[src/rtl/muldiv_unit.sv]
`default_nettype none
// ============================================================================
//  Module      : muldiv_unit
//  Description : Iterative RV32M/RV64M multiply/divide unit. Accepts one
//                operation over a valid/ready handshake, iterates
//                BITS_PER_CYCLE bits per cycle on operand magnitudes
//                (shift-add multiply, restoring divide), then sign-corrects
//                and holds the result until the consumer takes it.
//  Ports       : clk_i, rst_i (async, active-high)
//                valid_i / ready_o   request handshake (ready_o high in IDLE)
//                op_i, in1_i, in2_i  funct3 and operands
//                kill_i              flush, abandons any in-flight operation
//                valid_o / ready_i   result handshake
//                out_o               result
//  Revision    : 1.0 - initial release
// ============================================================================
module muldiv_unit #(
  parameter int XLEN           = 32,  // 32 or 64
  parameter int BITS_PER_CYCLE = 1    // 1, 2 or 4; must divide XLEN
) (
  input  logic            clk_i,
  input  logic            rst_i,
  input  logic            valid_i,
  output logic            ready_o,
  input  logic [2:0]      op_i,
  input  logic [XLEN-1:0] in1_i,
  input  logic [XLEN-1:0] in2_i,
  input  logic            kill_i,
  output logic            valid_o,
  input  logic            ready_i,
  output logic [XLEN-1:0] out_o
);

  localparam int              C_STEPS    = XLEN / BITS_PER_CYCLE;
  localparam int              C_CNT_W    = $clog2(C_STEPS);
  localparam logic [C_CNT_W-1:0] C_CNT_LAST = C_CNT_W'(C_STEPS - 1);
  localparam logic [XLEN-1:0] C_MIN_INT  = {1'b1, {(XLEN-1){1'b0}}};
  localparam logic [XLEN-1:0] C_ALL_ONES = {XLEN{1'b1}};

  typedef enum logic [1:0] {
    S_IDLE = 2'd0,
    S_CALC = 2'd1,
    S_DONE = 2'd2
  } state_t;

  state_t              state_q, state_d;
  logic [2:0]          op_q, op_d;
  logic [XLEN-1:0]     a_q, a_d;      // multiplicand magnitude
  logic [XLEN-1:0]     b_q, b_d;      // divisor magnitude
  logic [XLEN-1:0]     hi_q, hi_d;    // product high half / partial remainder
  logic [XLEN-1:0]     lo_q, lo_d;    // multiplier -> product low / dividend -> quotient
  logic [C_CNT_W-1:0]  cnt_q, cnt_d;
  logic                neg_q, neg_d;  // negate the magnitude result at the end
  logic [XLEN-1:0]     out_q, out_d;
  logic                valid_q, valid_d;

  // --------------------------------------------------------------------------
  // Accept-time decode: operand signedness, magnitudes and divide special cases
  // --------------------------------------------------------------------------
  logic            w_is_div, w_s1, w_s2, w_div_zero, w_div_ovf;
  logic [XLEN-1:0] w_in1_mag, w_in2_mag;

  always_comb begin
    w_is_div = op_i[2];
    if (w_is_div) begin
      // DIV/REM are signed (op_i[0]==0), DIVU/REMU unsigned
      w_s1 = ~op_i[0] & in1_i[XLEN-1];
      w_s2 = ~op_i[0] & in2_i[XLEN-1];
    end else begin
      // MUL keeps only the low half, which is sign-agnostic: treat as unsigned
      w_s1 = ((op_i[1:0] == 2'b01) || (op_i[1:0] == 2'b10)) && in1_i[XLEN-1];
      w_s2 = (op_i[1:0] == 2'b01) && in2_i[XLEN-1];
    end
    w_in1_mag  = w_s1 ? -in1_i : in1_i;
    w_in2_mag  = w_s2 ? -in2_i : in2_i;
    w_div_zero = w_is_div && (in2_i == '0);
    w_div_ovf  = w_is_div && !op_i[0] && (in1_i == C_MIN_INT) && (in2_i == C_ALL_ONES);
  end

  // --------------------------------------------------------------------------
  // One CALC cycle: BITS_PER_CYCLE radix-2 steps chained combinationally
  // --------------------------------------------------------------------------
  logic [XLEN:0]   w_t;
  logic [XLEN-1:0] w_hi, w_lo;

  always_comb begin
    w_hi = hi_q;
    w_lo = lo_q;
    w_t  = '0;
    for (int i = 0; i < BITS_PER_CYCLE; i++) begin
      if (op_q[2]) begin
        // Restoring divide: shift next dividend bit into the remainder
        w_t  = {w_hi, w_lo[XLEN-1]};
        w_lo = {w_lo[XLEN-2:0], 1'b0};
        if (w_t >= {1'b0, b_q}) begin
          w_t     = w_t - {1'b0, b_q};
          w_lo[0] = 1'b1;
        end
        w_hi = w_t[XLEN-1:0];  // remainder < divisor, so it fits XLEN bits
      end else begin
        // Shift-add multiply: conditional add then shift {carry,hi,lo} right
        w_t  = {1'b0, w_hi} + (w_lo[0] ? {1'b0, a_q} : '0);
        w_lo = {w_t[0], w_lo[XLEN-1:1]};
        w_hi = w_t[XLEN:1];
      end
    end
  end

  // Sign correction of the completed magnitude result
  logic [2*XLEN-1:0] w_prod;
  logic [XLEN-1:0]   w_raw, w_res;

  always_comb begin
    w_prod = {w_hi, w_lo};
    if (neg_q) begin
      w_prod = -w_prod;
    end
    w_raw = op_q[1] ? w_hi : w_lo;  // remainder : quotient
    if (op_q[2]) begin
      w_res = neg_q ? -w_raw : w_raw;
    end else begin
      w_res = (op_q[1:0] == 2'b00) ? w_prod[XLEN-1:0] : w_prod[2*XLEN-1:XLEN];
    end
  end

  // --------------------------------------------------------------------------
  // Next-state logic
  // --------------------------------------------------------------------------
  always_comb begin
    state_d = state_q;
    op_d    = op_q;
    a_d     = a_q;
    b_d     = b_q;
    hi_d    = hi_q;
    lo_d    = lo_q;
    cnt_d   = cnt_q;
    neg_d   = neg_q;
    out_d   = out_q;
    valid_d = valid_q;

    case (state_q)
      S_IDLE: begin
        if (valid_i) begin
          op_d  = op_i;
          cnt_d = '0;
          // Remainder takes the dividend's sign; everything else the xor
          neg_d = (w_is_div && op_i[1]) ? w_s1 : (w_s1 ^ w_s2);
          if (w_div_zero) begin
            out_d   = op_i[1] ? in1_i : C_ALL_ONES;
            valid_d = 1'b1;
            state_d = S_DONE;
          end else if (w_div_ovf) begin
            out_d   = op_i[1] ? '0 : in1_i;
            valid_d = 1'b1;
            state_d = S_DONE;
          end else begin
            a_d     = w_in1_mag;
            b_d     = w_in2_mag;
            hi_d    = '0;
            lo_d    = w_is_div ? w_in1_mag : w_in2_mag;
            state_d = S_CALC;
          end
        end
      end
      S_CALC: begin
        hi_d  = w_hi;
        lo_d  = w_lo;
        cnt_d = cnt_q + C_CNT_W'(1);
        if (cnt_q == C_CNT_LAST) begin
          out_d   = w_res;
          valid_d = 1'b1;
          state_d = S_DONE;
        end
      end
      S_DONE: begin
        if (ready_i) begin
          valid_d = 1'b0;
          state_d = S_IDLE;
        end
      end
      default: begin
        valid_d = 1'b0;
        state_d = S_IDLE;
      end
    endcase

    // Flush wins over everything; out_o deliberately keeps its last value
    if (kill_i) begin
      valid_d = 1'b0;
      state_d = S_IDLE;
    end
  end

  always_ff @(posedge clk_i or posedge rst_i) begin
    if (rst_i) begin
      state_q <= S_IDLE;
      op_q    <= '0;
      a_q     <= '0;
      b_q     <= '0;
      hi_q    <= '0;
      lo_q    <= '0;
      cnt_q   <= '0;
      neg_q   <= 1'b0;
      out_q   <= '0;
      valid_q <= 1'b0;
    end else begin
      state_q <= state_d;
      op_q    <= op_d;
      a_q     <= a_d;
      b_q     <= b_d;
      hi_q    <= hi_d;
      lo_q    <= lo_d;
      cnt_q   <= cnt_d;
      neg_q   <= neg_d;
      out_q   <= out_d;
      valid_q <= valid_d;
    end
  end

  assign ready_o = (state_q == S_IDLE);
  assign valid_o = valid_q;
  assign out_o   = out_q;

endmodule
`default_nettype wire
[config.mk]
export PLATFORM = sky130hd
export DESIGN_NAME = muldiv_unit
export DESIGN_NICKNAME = d
export VERILOG_FILES = /design/src/rtl/muldiv_unit.sv
export SDC_FILE = /design/constraint.sdc
export NUM_CORES = 1
export LEC_CHECK = 0
export CORE_ASPECT_RATIO = 1.1
export CORE_MARGIN = 2
export CORE_UTILIZATION = 50
export CTS_CLUSTER_SIZE = 8
export DETAILED_ROUTE_END_ITERATION = 10
export PLACE_DENSITY = 0.83
export SLEW_MARGIN = 10
export SYNTH_ARGS = -nofsm -noshare
export SYNTH_HDL_FRONTEND = slang
export SYNTH_SLANG_ARGS = --single-unit
[constraint.sdc]
create_clock -name clk_i -period 5.44 [get_ports clk_i]
set_input_delay 0.816 -clock clk_i [delete_from_list [all_inputs] [get_ports clk_i]]
set_output_delay 0.816 -clock clk_i [all_outputs]
set_load 0.01 [all_outputs]
* Yosys cells after proc, flatten, opt, wreduce, memory -nomap -nowiden
Index checks and enable logic that the tools add are counted.
** Cells by class
- Equal/unequal tests :: 16
- Add/subtract/negate cells :: 7
- Bitwise logic cells :: 6
- Mux-type cells :: 47
- Order comparisons :: 1
- Reductions and logical operators :: 20
** Operators by type and width (number)
- $mux 32 :: 23
- $pmux 32 s2 :: 3
- $neg 32->32 :: 3
- $eq 32x32->1 const B :: 2
- $mux 64 :: 1
- $neg 64->64 :: 1
- $add 32x32->33 :: 1
- $ge 33x32->1 :: 1
- $logic_not 32->1 :: 1
- $sub 32x32->32 :: 1
- $reduce_and 4->1 :: 4
- $mux 2 :: 6
- $mux 1 :: 10
- $pmux 5 s2 :: 1
- $ne 2x2->1 const B :: 4
- $logic_and 1x1->1 :: 7
- $ne 3x3->1 const B :: 2
- $pmux 2 s3 :: 1
- $add 5x1->5 const B :: 1
- $eq 5x5->1 const B :: 1
- $mux 5 :: 1
- $eq 2x1->1 const B :: 2
- $eq 2x2->1 const B :: 2
- $logic_not 2->1 :: 2
- other kinds (12) :: 16
** Word-level totals
- Bits in registers :: 172
- Output and inout bits :: 34
- Logic and storage cells :: 107
- Input bits :: 72

* Logic depth before layout (Yosys ltp)
Gate-level depths: netlist of run 1.
- Depth after elaboration :: 10
- Mapped depth :: 23
- Mapped depth without buffers :: 20

* Worst setup path after synthesis of run 1
Ideal clock, no wire load.
- Path kind :: reg-to-reg
- Start :: register hi_q[25]
- End :: register out_q[30] (netlist: out_o[30])
- Path buffers :: 3
- Data arrival time :: 5.216 ns
- Slack :: 0.142 ns
- Clock period less this slack :: 5.298 ns
- Stages on the path, launching flop included :: 23
- Setup time :: 0.082 ns
- Data required time :: 5.358 ns
- Cells stage by stage :: dfrtp_1 -> ha_1 -> buf_2 -> a21oi_2 -> o21ai_2 -> a2111oi_4 -> o211ai_2 -> buf_6 -> nor3_4 -> nor2_1 -> inv_1 -> ha_1 -> o21ai_0 -> or2_1 -> or3_1 -> or3_1 -> nand3b_1 -> or3_1 -> buf_2 -> or3_4 -> o41ai_2 -> o31ai_1 -> a31oi_1
** Between the ends
- Cells in the longest elaborated chain, start to end :: 9
- Elaborated cells on any way between the ends :: 16
- Those cells by class :: add/sub (4); order compare (1); mux (11)
** RTL lines
- start, declared :: line 50 : logic [XLEN-1:0] hi_q, hi_d;
- start signal, assigned :: line 211 : hi_q <= hi_d;
- $sub 32x32->32 / $ge 33x32->1 (equally long branches) :: line 96, 95
- $mux 32 / $mux 1 (equally long branches) :: line 95 : if (w_t >= {1'b0, b_q}) begin
- $mux 32 :: line 91 : if (op_q[2]) begin
- $neg 64->64 / $mux 32 (equally long branches) :: line 116, 118
- $mux 64 / $neg 32->32 (equally long branches) :: line 115, 120
- $mux 32, on equally long branches :: line 122, 120
- $mux 32 * :: line 119 : if (op_q[2]) begin
- $mux 32 * :: line 169 : if (cnt_q == C_CNT_LAST) begin
- $pmux 32 s2 * :: line 141 : case (state_q)
- end signal, assigned :: line 215 : out_q <= out_d;
- end, declared :: line 54 : logic [XLEN-1:0] out_q, out_d;
Every way passes the cells marked *; elsewhere a longest branch is shown, timed or not. The select of a mux whose other input is x is not followed.
A chain may end at the register's enable or synchronous reset.

* Worst setup path in the final report of run 1
- Start :: register hi_q[29]
- End :: register out_q[30] (netlist: out_o[30])
Same word-level chain as after synthesis.

==> results_dict.tcl, run 1 <==
set metrics [dict create \
    status "finished clean" \
    drt_first_pass_iters 8 \
    n_fill_cell 3429 \
    synth_fp_nets 2619 \
    htreeDepth 4 \
    r2r_cells 18 \
    powerDensity_nw_per_um2 387 \
    design_area_um2 21400 \
    synth_compound_area_share_pct 28.8 \
    grt_max_degree 119 \
    grt.overflow.total 0 \
    final_common_cell "nand2_1" \
    fp.dieW_um 188 \
    worstHoldPathCells 2 \
    nNetsFinal 2744 \
    synth_mux_area_share_pct 5.41 \
    synth_edf_count 0 \
    worstHoldPathType "reg2reg" \
    ys.flop_type "dfrtp_1" \
    dpl_cell_area_um2 20700 \
    timing.fmax_ghz 0.185 \
    cap_violations 0 \
    die_h_um 206 \
    yosys.area_share.adder_pct 6.48 \
    crit_type "reg2reg" \
    wl_per_cell_um 27.9 \
    yosysSeqAreaShare_pct 23.2 \
    crit_required_ns 5.83 \
    synthArstFlopShare_pct 100 \
    syn_avg_cell_area_um2 7.49 \
    root_buffer "clkbuf_16" \
    hpwl_mm 68.2 \
    antenna_found_initial 4 \
    layout_min_cycle_time_ns 5.40 \
    track_usage_pct 44.9 \
    core_area_um2 36400 \
    synth_top_family_by_area "compound AO/OA/AOI/OAI gates" \
    rsz0062_at_grt "yes" \
    clk_latency_ns 0.47 \
    gp_congestion 1.06 \
    grt_pass1_vias 19900 \
    critPathLaunchType "register" \
    cts_hold_buffers 0 \
    clockBufferDepth 2 \
    setup_viol 0 \
    crit_fanout 5 \
    slew_violations 0 \
    netlist_area_um2 18500 \
    hold_viol 0 \
    numPortBuffers 105 \
    clk_pin_slew_ns 0.07 \
    num_rows 73 \
    wl_met1_mm 33.0 \
    vias_per_cell 6.84 \
    ir_drop_mv 0.313 \
    cp.arrival_ns 5.79 \
    finalCritPeriodShare_pct 99.4 \
    top_layer "met4" \
    drtIter0Drc 3037 \
    syn-instance-count 2473 \
    synth_warnings 0 \
    start_util_pct 51.0 \
    vias 21200 \
    numCtsBuffers 17 \
    postRouteAntennaNets 0 \
    wl_met2_mm 37.5 \
    io_pins 106 \
    drc 0 \
    synth_xor_area_share_pct 7.19 \
    slew_headroom_pct 25.4 \
    clock_sinks 172 \
    ys_ff_latch 172 \
    drive_gt1_share_pct 11.4 \
    die-area_um2 38600 \
    tightest_slew_ns 1.11 \
    fin_setup_tns_ns 0 \
    synth_cell_types 107 \
    grt_pass1_wl_mm 129 \
    cts_tree "done" \
    totalWireLength_mm 86.7 \
    synth_simple_gate_area_share_pct 23.4 \
    clock_skew_ns 0.0137 \
    mostFrequentLayoutCells "318 x nand2_1, 247 x o21ai_0, 197 x nor2_1" \
    met3_length_mm 9.39 \
    crit_path_end_kind "register" \
    p_leak_nw 8.92 \
    area_delta_synth_final_pct 15.6 \
]
-- state kept, by name, indices dropped and copies added (netlist names) --
register  cells
a_q          32
b_q          32
hi_q         32
lo_q         32
out_o        32
cnt_q         5
op_q          3
state_q       2
neg_q         1
valid_o       1
-- where the power goes --
part	total, mW	internal (mW)	switching, mW
Sequential	1.72	1.48	0.238
Combinational	5.28	1.87	3.41
Clock	1.29	0.701	0.591
-- critical path, cell delays in order (launching register included) --
cell       delay (ns)
dfrtp_1          0.43
ha_1             0.36
and4b_2          0.30
a2111oi_4        0.44
o211ai_2         0.22
nor3_4           0.28
nor2_1           0.11
inv_1            0.09
ha_1             0.20
o21ai_0          0.13
or2_1            0.27
or3_1            0.39
or3_4            0.37
nand3b_1         0.19
or3_4            0.45
or3_4            0.43
o41ai_2          0.36
o31ai_1          0.12
a31oi_1          0.17
-- per-layer routing --
layer / global-route usage [%] / vias up
li1: - / 9344
met1: 56.6 / 10100
met2: 69.8 / 1446
met3: 9.41 / 351
met4: 29.6 / 0
met5: 0 / -
-- cells by family (layout without fill, tap and decap cells) --
| group | count (synthesis) | in the layout |
|---|---|---|
| simple gates | 888 | 888 |
| compound gates | 819 | 819 |
| buf+inv | 246 | 383 |
| flops | 172 | 172 |
| xor+xnor | 152 | 152 |
| fa+ha+maj | 100 | 100 |
| mux | 96 | 96 |
| other cells | 0 | 4 |
-- stage by stage --
step	utilization (%)	std cells	setup slack (ns)	hold WS, ns	total power, mW
floorplan	-	2473	0.142	0.442	4.77
global placement	57.1	3062	0.159	0.456	6.70
detailed placement	57.1	3062	0.0846	0.462	6.74
CTS	58.7	3093	0.0543	0.477	8.04
global route	58.9	3097	-0.0818	0.503	8.65
finish	58.9	3101	0.0352	0.479	8.29
-- final cells by class --
type / count / area (µm²) / area share [%]
Antenna cell: 4 / 10.0 / 0.0467
Clock buffer: 22 / 464 / 2.17
Clock inverter: 9 / 114 / 0.532
Inverter: 86 / 327 / 1.52
Multi-Input combinational cell: 2055 / 13300 / 62.0
Sequential cell: 172 / 4310 / 20.1
Tap cell: 487 / 609 / 2.84
Timing Repair Buffer: 266 / 2300 / 10.8
-- repair_timing --
| action | 4_1_cts | 5_1_grt |
|---|---|---|
| setup buffers | 0 | 4 |
| endpoints found under the setup margin | 0 | 13 |
| hold endpoints to repair | 0 | 0 |
| gates resized for setup | 0 | 19 |
-- final timing paths --
check | startpoint | endpoint | slack (ns)
hold reg to reg | a_q[21] | a_q[21] | 0.48
setup reg to reg | hi_q[29] | out_o[30] | 0.04
setup / recovery | hi_q[29] | out_o[30] | 0.04
max in group asynchronous | rst_i | hi_q[5] | 3.85
hold / removal | a_q[21] | a_q[21] | 0.48
min in group asynchronous | rst_i | b_q[24] | 0.87
-- cells in the mapped netlist (12+ instances only) --
master    instances  area share, %
maj3_1           26            1.4
o22ai_1          13           0.44
mux2i_1          72            3.9
clkbuf_1         99            2.0
xor2_1           77            3.6
nand2b_1         19           0.64
buf_2            29           0.78
a211oi_1         35            1.4
or3_1            32            1.1
xnor2_1          75            3.5
nor4_1           24           0.81
a22oi_1          13           0.53
o211ai_1         33            1.3
a221oi_1         12           0.57
and2_1           50            1.7
o31ai_1          39            1.6
buf_1            22           0.45
a21o_1           28            1.1
nand4_1          34            1.1
nor3_1           62            1.7
nand3_1          34           0.92
mux2_2           22            1.3
a22o_1           20           0.95
ha_1             72            4.9
nor2_1          198            4.0
o21ai_0         247            6.7
dfrtp_1         172             23
a31oi_1          35            1.2
and3_1           28           0.95
nand2_1         319            6.5
a21oi_1         183            4.9
inv_1            84            1.7
No activity file was read; power rests on OpenSTA's default activity.
==> run 2, diff against run 1 <==
Settings changed: SETUP_SLACK_MARGIN from default to 0.2.
==> results_dict.tcl, run 2 (same netlist as run 1, synthesis figures left out) <==
set metrics [dict create \
    status "finished clean" \
    layout_min_cycle_time_ns 5.16 \
    cp.arrival_ns 5.56 \
    grt_pass1_vias 20100 \
    vias 21500 \
    slowest_stage "or4b_4" \
    postRouteAntennaNets 0 \
    antenna_found_initial 5 \
    slew_headroom_pct 24.2 \
    hold_end "a_q[27]" \
    drtIter0Drc 2778 \
    final_common_cell "nand2_1" \
    clk_pin_slew_ns 0.08 \
    dpl_cell_area_um2 20700 \
    r2r_cells 16 \
    root_buffer "clkbuf_16" \
    hpwl_mm 69.0 \
    nNetsFinal 2742 \
    finalCritPeriodShare_pct 94.9 \
    powerDensity_nw_per_um2 395 \
    gp_congestion 1.07 \
    mostFrequentLayoutCells "318 x nand2_1, 244 x o21ai_0, 195 x nor2_1" \
    crit_type "reg2reg" \
    fp.dieW_um 188 \
    drt_first_pass_iters 7 \
    design_area_um2 21600 \
    clock_skew_ns 0.0126 \
    p_leak_nw 8.96 \
    multi_input_area_um2 13400 \
    worstHoldPathType "reg2reg" \
    io_pins 106 \
    crit_fanout 13 \
    r2r_start "lo_q[0]" \
    clock_sinks 172 \
    clockBufferDepth 2 \
    tightest_slew_ns 1.13 \
    die-area_um2 38600 \
    grt_pass1_wl_mm 130 \
    grt_max_degree 84 \
    area_delta_synth_final_pct 16.7 \
    setup_viol 0 \
    numPortBuffers 105 \
    hold_viol 0 \
    drive_gt1_share_pct 12.3 \
    num_rows 73 \
    start_util_pct 51.0 \
    r2r-end "out_o[30]" \
    worstHoldPathCells 2 \
    vias_per_cell 6.93 \
    slew_violations 0 \
    hp-start "a_q[27]" \
    seq_area_um2 4310 \
    crit_chain "buf_4, and2_1, ha_1, a21oi_1, buf_4, o211ai_1, nand2_1, a21oi_1, a21oi_1, xnor2_1, a22oi_1, or4b_4, or3_4, o41ai_4, o31ai_1, a31oi_1" \
    core_area_um2 36400 \
    crit_required_ns 5.84 \
    p_clk_share_pct 16.0 \
    n_fill_cell 3436 \
    sw_frac_of_total_pct 51.4 \
    fin_util_pct 59.5 \
    fin_ws_ns 0.276 \
    dp_slack_ns 0.0188 \
    p_int_mw 4.15 \
    htreeDepth 4 \
    ir_drop_mv 0.294 \
    crit_path_end_kind "register" \
    cts_hold_buffers 0 \
    cts_tree "done" \
    clk_latency_ns 0.47 \
    p_seq_share_pct 20.0 \
    r2r_slack_ns 0.28 \
    power_switching_mw 4.39 \
    cap_violations 0 \
    wl_per_cell_um 28.7 \
    rsz0062_at_grt "no" \
    critPathMaxStageDelay_ns 0.66 \
    critPathLaunchType "register" \
    numCtsBuffers 17 \
    timing.fmax_ghz 0.194 \
    drc 0 \
    crit_top_cell "a21oi_1" \
    track_usage_pct 45.5 \
    totalWireLength_mm 89.0 \
    die_h_um 206 \
    combinationalPowerShare_pct 64.0 \
    grt.overflow.total 0 \
    fin_hold_ws_ns 0.478 \
]
run 2: cell types whose count changed in the layout (fill, tap and decap cells not counted), sizes merged:
cell,change
inv,+3
clkinv,-1
clkbuf,-5
clkinvlp,+3
buf,-2
bufinv,+1
diode,-3
run 2: stage by stage:
step | cells | setup TNS (ns) | total power [mW]
2_1_floorplan | 2473 | 0 | 4.77
4_1_cts | 3086 | 0 | 8.18
6_report | 3097 | 0 | 8.54
5_1_grt | 3096 | 0 | 8.86
3_3_place_gp | 3053 | -0.000977 | 6.74
3_5_place_dp | 3053 | 0 | 6.78
run 2: power groups by stage:
| stage | clock [mW] | sequential (mW) | combinational [mW] |
|---|---|---|---|
| final | 1.37 | 1.71 | 5.46 |
| after global routing | 1.40 | 1.73 | 5.72 |
| after CTS | 1.36 | 1.70 | 5.12 |
| after detailed placement | 0 | 1.72 | 5.06 |
| after global placement | 0 | 1.71 | 5.04 |
| after floorplan | 0 | 1.65 | 3.12 |
run 2: final cells by class:
| cell class | instances | area share [%] |
|---|---|---|
| repair buffers | 264 | 10.7 |
| inverters | 86 | 1.51 |
| clock inverters | 15 | 0.868 |
| flip-flops and latches | 172 | 19.9 |
| multi-input cells | 2055 | 62.2 |
| clock buffers | 17 | 1.97 |
| diodes | 1 | 0.0116 |
| well taps | 487 | 2.82 |
run 2: timing repair:
action,CTS,global route
gates cloned,0,0
setup buffers,1,10
resized for setup,12,35
setup endpoints to repair,15,22
pin swaps,4,9
run 2: worst max-delay path by stage:
stage               slack (ns)        end  depth (start not counted)  startpoint
floorplan                 0.21  out_o[30]                         21     hi_q[0]
global placement        -0.001  out_o[31]                         18      a_q[0]
detailed placement        0.02  out_o[23]                         18      a_q[0]
CTS                       0.20  out_o[30]                         18    hi_q[30]
global route              0.15  out_o[26]                         19    hi_q[27]
finish                    0.28  out_o[30]                         16     lo_q[0]
run 2: critical path: cells and delay by family, from the launching register on:
kind,cells,cell delay (ns)
flops,1,0.40
fa+ha+maj,1,0.41
simple gates,4,1.57
compound gates,8,1.83
xor+xnor,1,0.48
buf+inv,2,0.39
run 2: metal layers:
metal / share of wire (%) / vias to the layer above / wire, µm / global-route usage [%]
met2: 42 / 1571 / 37500 / 68.9
met1: 38 / 10200 / 33800 / 56.6
met3: 11 / 396 / 9810 / 10.8
met5: 0.030 / - / 27 / 0
li1: - / 9339 / - / -
met4: 8.9 / 4 / 7890 / 33.6
==> RTL change: new RTL, flow settings as in run 2 <==
Encoding of `state_t`: now one-hot (3 bits for 3 states).
--- a/src/rtl/muldiv_unit.sv
+++ b/src/rtl/muldiv_unit.sv
@@ -37,10 +37,10 @@
   localparam logic [XLEN-1:0] C_MIN_INT  = {1'b1, {(XLEN-1){1'b0}}};
   localparam logic [XLEN-1:0] C_ALL_ONES = {XLEN{1'b1}};
 
-  typedef enum logic [1:0] {
-    S_IDLE = 2'd0,
-    S_CALC = 2'd1,
-    S_DONE = 2'd2
+  typedef enum logic [2:0] {
+    S_IDLE = 3'b001,
+    S_CALC = 3'b010,
+    S_DONE = 3'b100
   } state_t;
 
   state_t              state_q, state_d;
Check against the original RTL: same outputs for any inputs over 4 cycles, from zero or initial values and one cycle with rst_i high; so few cycles prove little.
==> RTL change against run 2 <==
Clock skew up 8.2 ps; setup slack got worse by 1.9 ps; count of clock-buffer cells in the layout up 1; area after synthesis fell by 2.5%; first-iteration DRC count is 1.0% lower; combinational power up 51%; core utilization decreased by 0.33 points; final area is 1.8% lower; sequential cell count rose by 1; routed wire length increased by 1.4%; total power up 41%; critical path type unchanged; largest power group unchanged.
==> RTL change: results (changes against run 2) <==
stage;metric;value;unit;change
outcome;status;completed;;
final_layout;Non-Filler Instances;3078;;-0.61%
grt;met2 Use GR;0.712;;+0.0234
grt;met3 GRT Util;0.157;;+0.0488
route;first-pass detailed-route iteration total;8;;+1
grt;largest net degree at the start of global routing;129;;+54%
worst_setup_path;Slowest cell on crit path;or3_1;;
synthesis;mux contribution to synthesized area;0.0458;;-0.00829
final_layout;multi-input combinational area share;0.614;;-0.00813
place;placed cell area;20400;um^2;-1.3%
synthesis;synth top area cells;dfrtp_1 (24%), o21ai_0 (7.2%), nand2_1 (7.0%);;
place;DP Wirelength;70.6;mm;+2.4%
synthesis;Netlist cell types;96;;-10%
final_layout;non-clock buffer count;272;;+3.0%
final_layout;NumNets Final;2721;;-0.77%
final_layout;multi-input combinational cell area;13000;um^2;-3.1%
worst_setup_path;Worst Path Max Fanout;5;;-8
grt;vias in the first global route;19800;;-1.4%
timing;Hold WS;479;ps;+0.172 ps
route;met3 wire length;10.7;mm;+9.0%
route;via count;21100;;-1.8%
grt;met1 Usage GRT;0.580;;+0.0142
timing;Max Clock Skew;20.8;ps;+8.17 ps
grt;Global Route Usage Sum;0.480;;+0.0250
final_layout;clkbuf count;18;;+1
final_layout;Clock-cell share;0.0279;;-0.000422
RTL change: cell types whose count changed after synthesis, moves of 9 or more:
cell,change
a22oi_1,-9
a22o_1,-9
nand2_1,+18
o21ai_0,+13
mux2_2,-9
buf_2,-10
nand3_1,+12
clkbuf_1,+11
nor2_1,-11
RTL change: report_power, final:
part / leakage, nW / total [W] / internal [W] / switching, W
combinational: 6.50 / 0.00827 / 0.00296 / 0.00531
clock: 0.296 / 0.00134 / 0.000699 / 0.000640
sequential: 2.17 / 0.00239 / 0.00177 / 0.000624
RTL change: what timing repair did:
item / 4_1_cts / 5_1_grt
gates resized for setup: 0 / 37
setup endpoints to repair: 0 / 20
buffers inserted: 0 / 4
RTL change: path summary, 6_finish.rpt:
check,start,end,cells after the start
min in group asynchronous,rst_i,b_q[0],2
hold / removal,a_q[8],a_q[8],2
max in group asynchronous,rst_i,neg_q,3
setup / recovery,hi_q[29],out_o[28],20
hold reg to reg,a_q[8],a_q[8],2
setup reg to reg,hi_q[29],out_o[28],20
